### src/rtl/cordic_sched_pkg.sv
`default_nettype none
// ============================================================================
// Module      : cordic_pkg
// Description : Shared widths, CORDIC mode encoding and in-flight tag type
//               for the cordic_sched core-sharing scheduler.
// Revision    : 1.0 - initial release
// ============================================================================
package cordic_pkg;

  localparam int DATA_W = 16;

  localparam logic CORDIC_MODE_ROT = 1'b1;
  localparam logic CORDIC_MODE_VEC = 1'b0;

  // Tag id is sized for the largest supported requester count (8).
  localparam int ID_W = 3;

  typedef struct packed {
    logic            vld;
    logic [ID_W-1:0] id;
  } tag_t;

endpackage
`default_nettype wire

### src/rtl/cordic_sched_rr_arbiter.sv
`default_nettype none
// ============================================================================
// Module      : rr_arbiter
// Description : Combinational round-robin arbiter; searches from ptr+1
//               upward (mod N) and returns a one-hot grant plus its index.
// Revision    : 1.0 - initial release
// ============================================================================
module rr_arbiter
  import cordic_pkg::*;
#(
  parameter int N  = 4,
  parameter int IW = $clog2(N)
) (
  input  logic [N-1:0]  req,
  input  logic [IW-1:0] ptr,
  output logic [N-1:0]  grant,
  output logic [IW-1:0] idx
);

  logic          w_found;
  logic [IW-1:0] w_j;

  always_comb begin
    grant   = '0;
    idx     = '0;
    w_found = 1'b0;
    w_j     = '0;
    for (int k = 1; k <= N; k++) begin
      w_j = IW'((int'(ptr) + k) % N);
      if (!w_found && req[w_j]) begin
        w_found     = 1'b1;
        grant[w_j]  = 1'b1;
        idx         = w_j;
      end
    end
  end

endmodule
`default_nettype wire

### src/rtl/cordic_sched.sv
`default_nettype none
// ============================================================================
// Module      : cordic_sched
// Description : Shares one fixed-latency pipelined CORDIC core between N_REQ
//               requesters with round-robin issue, tag tracking and halt/drain.
//               Optional counters: define CORDIC_SCHED_STATS_EN.
// Revision    : 1.0 - initial release
// ============================================================================
module cordic_sched #(
  parameter int N_REQ   = 4,
  parameter int DATA_W  = cordic_pkg::DATA_W,
  parameter int LATENCY = 16,
  parameter int ID_W    = $clog2(N_REQ)
) (
  input  logic                    clk,
`ifdef CORDIC_SCHED_STATS_EN
  output logic [15:0]             issue_cnt,
  output logic [15:0]             stall_cnt,
`endif
  input  logic                    reset,
  input  logic [N_REQ-1:0]        req_valid,
  output logic [N_REQ-1:0]        req_ready,
  input  logic [N_REQ-1:0]        req_mode,
  input  logic [N_REQ*DATA_W-1:0] req_x,
  input  logic [N_REQ*DATA_W-1:0] req_y,
  input  logic [N_REQ*DATA_W-1:0] req_z,
  output logic [N_REQ-1:0]        rsp_valid,
  output logic [DATA_W-1:0]       rsp_res1,
  output logic [DATA_W-1:0]       rsp_res2,
  input  logic                    halt,
  output logic                    halted,
  output logic                    core_mode,
  output logic [DATA_W-1:0]       core_x,
  output logic [DATA_W-1:0]       core_y,
  output logic [DATA_W-1:0]       core_z,
  input  logic [DATA_W-1:0]       core_res1,
  input  logic [DATA_W-1:0]       core_res2
);
  import cordic_pkg::*;

  localparam int TAG_IW = $bits(tag_t) - 1;

  typedef enum logic [0:0] {
    ST_RUN   = 1'b0,
    ST_DRAIN = 1'b1
  } state_t;

  state_t           r_state, w_state_nxt;
  logic [ID_W-1:0]  r_rr_ptr, w_gidx;
  logic [N_REQ-1:0] w_grant, w_rsp_hot;
  logic             w_arb_en, w_issue, w_busy;
  tag_t             r_tag [LATENCY+1];
  tag_t             w_tag_in, w_last;

  rr_arbiter #(.N(N_REQ), .IW(ID_W)) u_arb (
    .req   (req_valid),
    .ptr   (r_rr_ptr),
    .grant (w_grant),
    .idx   (w_gidx)
  );

  always_comb begin
    w_state_nxt = r_state;
    w_arb_en    = 1'b0;
    case (r_state)
      ST_RUN: begin
        w_arb_en = !halt;
        if (halt) w_state_nxt = ST_DRAIN;
      end
      ST_DRAIN: if (!halt) w_state_nxt = ST_RUN;
      default:  w_state_nxt = ST_RUN;
    endcase
  end

  assign req_ready    = w_arb_en ? w_grant : '0;
  assign w_issue      = |req_ready;
  assign w_tag_in.vld = w_issue;
  assign w_tag_in.id  = TAG_IW'(w_gidx);
  assign w_last       = r_tag[LATENCY];
  assign halted       = (r_state == ST_DRAIN) && !w_busy;

  always_comb begin
    w_busy = 1'b0;
    for (int s = 0; s <= LATENCY; s++) w_busy = w_busy | r_tag[s].vld;
    for (int i = 0; i < N_REQ; i++) w_rsp_hot[i] = w_last.vld && (w_last.id == TAG_IW'(i));
  end

  always_ff @(posedge clk or posedge reset) begin
    if (reset) begin
      r_state  <= ST_RUN;
      r_rr_ptr <= ID_W'(N_REQ - 1);
      for (int s = 0; s <= LATENCY; s++) r_tag[s] <= '0;
    end else begin
      r_state  <= w_state_nxt;
      r_tag[0] <= w_tag_in;
      for (int s = 1; s <= LATENCY; s++) r_tag[s] <= r_tag[s-1];
      if (w_issue) r_rr_ptr <= w_gidx;
    end
  end

  // Operands hold between issues so the core inputs never toggle needlessly.
  always_ff @(posedge clk or posedge reset) begin
    if (reset) begin
      core_mode <= 1'b0;
      core_x    <= '0;
      core_y    <= '0;
      core_z    <= '0;
    end else if (w_issue) begin
      core_mode <= req_mode[w_gidx];
      core_x    <= req_x[int'(w_gidx)*DATA_W +: DATA_W];
      core_y    <= req_y[int'(w_gidx)*DATA_W +: DATA_W];
      core_z    <= req_z[int'(w_gidx)*DATA_W +: DATA_W];
    end
  end

  always_ff @(posedge clk or posedge reset) begin
    if (reset) begin
      rsp_valid <= '0;
      rsp_res1  <= '0;
      rsp_res2  <= '0;
    end else begin
      rsp_valid <= w_rsp_hot;
      if (w_last.vld) begin
        rsp_res1 <= core_res1;
        rsp_res2 <= core_res2;
      end
    end
  end

`ifdef CORDIC_SCHED_STATS_EN
  // issue_cnt wraps naturally; stall_cnt saturates.
  always_ff @(posedge clk or posedge reset) begin
    if (reset) begin
      issue_cnt <= '0;
      stall_cnt <= '0;
    end else begin
      if (w_issue) issue_cnt <= issue_cnt + 16'd1;
      if (|req_valid && !w_issue && stall_cnt != 16'hFFFF) stall_cnt <= stall_cnt + 16'd1;
    end
  end
`endif

endmodule
`default_nettype wire

### config.mk
export PLATFORM = sky130hd
export DESIGN_NAME = cordic_sched
export DESIGN_NICKNAME = d
export VERILOG_FILES = /design/src/rtl/cordic_sched_pkg.sv /design/src/rtl/cordic_sched_rr_arbiter.sv /design/src/rtl/cordic_sched.sv
export SDC_FILE = /design/constraint.sdc
export NUM_CORES = 1
export LEC_CHECK = 0
export BUFFER_PORTS_ARGS = -buffer_cell sky130_fd_sc_hd__buf_4
export CAP_MARGIN = 20
export CORE_AREA = 2 2 127 129
export CTS_CLUSTER_DIAMETER = 80
export DETAILED_ROUTE_END_ITERATION = 16
export DIE_AREA = 0 0 129 131
export PLACE_DENSITY = 0.76
export SYNTH_ARGS = -nofsm -noshare
export SYNTH_HDL_FRONTEND = slang
export SYNTH_SLANG_ARGS = --single-unit
### constraint.sdc
create_clock -name clk -period 5.15 [get_ports clk]
set_input_delay 0.2575 -clock clk [delete_from_list [all_inputs] [get_ports clk]]
set_output_delay 0.2575 -clock clk [all_outputs]
set_load 0.02 [all_outputs]
Yosys cells after proc, flatten, opt, wreduce, memory -nomap -nowiden
Index checks and enable logic that the tools add are counted.
{ "totals": {"regBits": 139, "inputBits": 235, "wordCells": 132} }
{ "op_classes": {"add_sub_neg": 4, "n_lt_le_gt_ge": 9, "eq_ne": 3, "shifts": 3, "muxes": 32, "bitwise": 19, "n_reduce_logical": 19} }
{ "ops": {"columns": ["cell", "count"], "rows": [
  ["variable part select 64 x 7 -> 16 bit", 3],
  ["two-way mux 4 bit", 5],
  ["bitwise OR 1 bit", 16],
  ["< comparator 2 x 3 -> 1 bit (second input constant)", 5],
  ["two-way mux 1 bit", 14],
  ["logical AND 1 bit", 12],
  ["bitwise OR 4 bit", 3],
  ["binary-select mux 1 bit (select 2 bit)", 5],
  ["demux 1 bit (select 2 bit)", 4],
  [">= comparator 2 x 1 -> 1 bit (second input constant)", 4],
  ["two-way mux 2 bit", 4],
  ["zero test 1 bit", 5],
  ["adder 2 x 1 -> 2 bit (second input constant)", 2],
  ["adder 2 bit (second input constant)", 2],
  ["== test 2 bit (second input constant)", 2],
  ["OR reduction 4 bit", 1],
  ["zero test 3 bit", 1],
  ["== test 2 x 1 -> 1 bit (second input constant)", 1]
]} }

Logic depth before layout (Yosys ltp)
{ "logic_depth": {"ltp_word": 18, "depth_mapped": 12, "depth_no_buf": 8} }

By module
From an unflattened synthesis, not the netlist that was laid out.
{ "hier_totals": {"cells_unflattened": 380, "area_unflattened_um2": 6532.5} }
{ "by_module_without_submodules": {"columns": ["mod", "n_inst", "cells_each", "area_each_um2", "seq_area_each_um2"], "rows": [
  ["cordic_sched", 1, 312, 5987.0, 3480.8],
  ["rr_arbiter", 1, 68, 545.5, 0.0]
]} }

Worst setup path after synthesis
No wires, ideal clock.
{ "synth_path": {"path_type": "reg2reg", "start": "reg r_rr_ptr[0]", "end": "reg core_x[13]", "setup_time_ns": 0.125, "t_arrival_ns": 3.206, "required_time_ns": 5.025, "path_slack_ns": 1.819, "path_stages_with_launch": 11, "path_cell_list": "dfstp_2 buf_4 inv_1 ha_1 buf_2 mux4_2 nor4_2 a21oi_2 a41oi_4 buf_6 mux2_2"} }
{ "synth_between": {"elab_chain_cells": 15, "elab_cells_between_ends": 55, "classes_between": "add/sub: 4; order compare: 8; shift: 1; mux: 28; bitwise: 3; reduce/logical: 11"} }
{ "synth_rtl": {"columns": ["item", "line", "text"], "rows": [
  ["start: declaration", "cordic_sched.sv:49", "logic [ID_W-1:0] r_rr_ptr, w_gidx;"],
  ["start signal: assignment", "cordic_sched.sv:91", "r_rr_ptr <= ID_W'(N_REQ - 1);"],
  ["start signal: assignment", "cordic_sched.sv:97", "if (w_issue) r_rr_ptr <= w_gidx;"],
  ["parallel branches: the longest is 15 deep, another holds adder 2 x 1 -> 2 bit", null, null],
  ["end signal: assignment", "cordic_sched.sv:110", "core_x <= req_x[int'(w_gidx)*DATA_W +: DATA_W];"],
  ["end: declaration", "cordic_sched.sv:33", "output logic [DATA_W-1:0] core_x,"]
]} }
Parallel ways; which one is timed is not known. The select of a mux whose other input is x is not followed.
A chain may end at the register's enable or synchronous reset.

Final worst setup path
{ "layout_path": {"start": "reg r_rr_ptr[0]", "end": "reg core_z[0]"} }
{ "layout_between": {"elab_chain_cells": 15, "elab_cells_between_ends": 55, "classes_between": "add/sub: 4; order compare: 8; shift: 1; mux: 28; bitwise: 3; reduce/logical: 11"} }
{ "layout_rtl": {"columns": ["item", "line", "text"], "rows": [
  ["parallel branches: the longest is 15 deep, another holds adder 2 x 1 -> 2 bit", null, null],
  ["end signal: assignment", "cordic_sched.sv:112", "core_z <= req_z[int'(w_gidx)*DATA_W +: DATA_W];"],
  ["end: declaration", "cordic_sched.sv:35", "output logic [DATA_W-1:0] core_z,"]
]} }
Parallel ways; which one is timed is not known. The select of a mux whose other input is x is not followed.

==> flow_summary_export.csv <==
group,metric,value,unit
clock_tree,clockRootBuffer,"clkbuf_16",
critical_path,path_cells,"inv_1 > ha_1 > mux4_2 > nor4b_2 > a31oi_1 > o221ai_4 > buf_4 > mux4_1 > mux2_2",
place,gp_congestion,0.822,
clock_tree,cts_resized,0,
global_route,grt_pass1_wl,24900,microns
status,status,"complete, no violations",
sta,max_freq,247,MHz
detailed_routing,vias,4753,
sta,rsz0062_at_grt,"no",
yosys,postSynth.asyncResetShare,1.00,
floorplanning,die-area,16900,sq um
yosys,synth_top_cell_area_share,0.522,
sta,min_period_over_period,0.786,
floorplanning,initial_utilization,0.421,
floorplanning,die_w,129,microns
layout,fin_nets,943,
yosys,avgSynthCellArea,17.4,sq um
layout,synthToLayoutAreaGrowth,48.6,%
critical_path,critPathCaptureType,"register",
yosys,yosys-top-cells-area,"dfrtp_1, mux4_1, mux2_2",
clock_tree,clock_latency,0.41,ns
critical_path,arrival,4.34,ns
global_route,grt_remaining_overflow,0,
place,port_buffers,324,
sta,final-hold-violation-count,0,
global_route,antenna_found_initial,0,
power,p_leak,4.63,nW
floorplanning,core-area,15600,sq um
yosys,yosys_warnings,0,
layout,final-seq-area,3480,sq um
clock_tree,numCtsBuffers,17,
yosys,yosysTopAreaCell,"dfrtp_1",
sta,hold_ws,0.0779,ns
flow_run,cap_violations,0,
detailed_routing,drc,0,
yosys,netlist_instances,378,
sta,worst_pin_slew,0.755,ns
sta,finalSetupViolations,0,
critical_path,worstSetupStartpointType,"register",
yosys,ys_ff_latch,139,
sta,period_needed,4.05,ns
yosys,synth_ff_type,"dfrtp_1",
power,power_density,665,nW/um^2
clock_tree,clkTransAtPathRegs,0.06,ns
yosys,synth_nets,619,
clock_tree,cts_sinks,139,
critical_path,critical_path_required,5.44,ns
sta,slew_headroom,0.495,
detailed_routing,first_pass_iters,6,
floorplanning,io_pins,325,
detailed_routing,wl_per_cell,18.2,microns
layout,diodes,0,
sta,setup_tns,0,ns
global_route,grt_usage,0.197,
sta,fin_skew,0.00612,ns
global_route,grt_pass1_vias,4953,
critical_path,slowest_delay,0.71,ns
global_route,grt_max_degree,83,
critical_path,setup.worst_path.class,"reg -> reg",
layout,fillers,1163,
detailed_routing,postRouteAntennaNets,0,
sta,final_max_slew_viol_count,0,
clock_tree,clockBufferDepth,2,
detailed_routing,totalWireLength,17000,microns
yosys,synth-seq-area-share,0.530,
power,ir_worst_vdd,0.000321,V
layout,multi_input_area,2870,sq um
critical_path,worstPathMaxFanout,20,
floorplanning,rows,46,
floorplanning,die_height,131,microns
layout,drive_gt1_frac,0.642,
yosys,netlist_area,6570,sq um
place,hpwlAfterDp,12800,microns
clock_tree,cts.htree.levels,4,
yosys,synth_edf_count,0,
worst_hold_path,holdCritPathClass,"in -> reg",
clock_tree,cts_tree,"built",
detailed_routing,post_drt_via_cell_ratio,5.11,
detailed_routing,drtIter0Drc,179,
yosys,ys_types,42,
critical_path,crit_slowest_cell,"dfstp_2",
area by class of cell:
cell class / instances / share of cell area
inverter: 8 / 0.00359
multi-input combinational: 204 / 0.294
clock buffer: 20 / 0.0458
sequential: 139 / 0.357
timing repair buffer: 332 / 0.258
tap: 216 / 0.0277
clock inverter: 12 / 0.0141
final timing paths:
| path | start | end | depth (start not counted) | slack, ns |
|---|---|---|---|---|
| max | r_rr_ptr[0]$_DFFE_PP1P_ | core_z[0]$_DFFE_PP0P_ | 9 | 1.10 |
| min | core_res1[0] | rsp_res1[0]$_DFFE_PP0P_ | 2 | 0.08 |
| max reg2reg | r_rr_ptr[0]$_DFFE_PP1P_ | core_z[0]$_DFFE_PP0P_ | 9 | 1.10 |
| min reg2reg | r_tag[33]$_DFF_PP0_ | r_tag[29]$_DFF_PP0_ | 0 | 0.35 |
| max in group asynchronous | reset | core_z[14]$_DFFE_PP0P_ | 4 | 3.40 |
| min in group asynchronous | reset | core_y[8]$_DFFE_PP0P_ | 3 | 0.54 |
stage by stage:
stage | worst slack, ns | std cells | util | total power [mW] | instance area [sq um]
after global routing | 0.882 | 931 | 0.626 | 6.87 | 9760
after CTS | 1.06 | 931 | 0.626 | 6.56 | 9760
after global placement | 1.26 | 897 | 0.587 | 5.21 | 9150
final | 1.10 | 931 | 0.626 | 6.49 | 9760
after detailed placement | 1.08 | 897 | 0.587 | 5.34 | 9150
after floorplan | 1.17 | 378 | - | 4.29 | 6570
state kept, by name, indices dropped and copies added (netlist names):
name       flops
core_mode      1
core_x        16
core_y        16
core_z        16
r_rr_ptr       2
r_state        1
r_tag         51
rsp_res1      16
rsp_res2      16
rsp_valid      4
logic make-up after synthesis:
logic type | share of synthesized area
AO/OA/AOI/OAI | 0.0292
adder cells (fa/ha/maj) | 0.0114
AND/OR/NAND/NOR | 0.0324
flip-flops | 0.530
multiplexers | 0.362
buffers and inverters | 0.0347
critical path, delay by kind of cell (launching register included):
family          cells  cell delay [ns]
flops               1             0.71
buf+inv             2             0.58
fa+ha+maj           1             0.51
mux                 3             1.10
compound gates      2             0.73
simple gates        1             0.29
timing repair:
item | CTS | global route
hold buffers | 2 | 0
setup buffers | 0 | 0
endpoints found under the hold margin | 12 | 0
cell usage in the layout, fill, tap and decap left out, types with 2 or more instances in the layout:
master	count
nor4_1	2
or3b_2	2
or4_1	2
clkbuf_1	2
clkinvlp_4	4
clkbuf_16	17
nand2_1	8
mux2_2	74
bufinv_16	2
buf_4	328
inv_6	3
dlygate4sd3_1	2
mux2_4	8
a21oi_1	13
o211ai_1	2
a22o_1	2
buf_12	2
nor2_1	5
nand3b_1	4
mux4_1	48
inv_1	7
dfstp_2	2
clkinv_2	2
ha_1	6
dfrtp_1	137
mux4_2	5
mux2i_1	4
power by group:
group | internal, mW | total, mW | switching, mW
Sequential | 1.64 | 1.92 | 0.282
Clock | 0.730 | 1.20 | 0.468
Combinational | 1.78 | 3.37 | 1.59
metal layers:
| layer | vias to the layer above | global-route usage | part of all wire |
|---|---|---|---|
| met3 | 33 | 0.0517 | 0.075 |
| li1 | 2135 | - | - |
| met5 | - | 0 | 0.00035 |
| met1 | 2338 | 0.231 | 0.39 |
| met2 | 245 | 0.345 | 0.51 |
| met4 | 2 | 0.0825 | 0.023 |
synthesized netlist by cell type (4+ instances only):
cell type / instances
inv_1: 8
mux2_2: 74
mux4_1: 48
ha_1: 6
mux4_2: 5
buf_2: 8
nor2_1: 5
nand2_1: 8
mux2i_1: 4
a21oi_1: 13
mux2_4: 8
dfrtp_1: 137
buf_6: 10
nand3b_1: 4
Power figures use the tool's default switching activity.
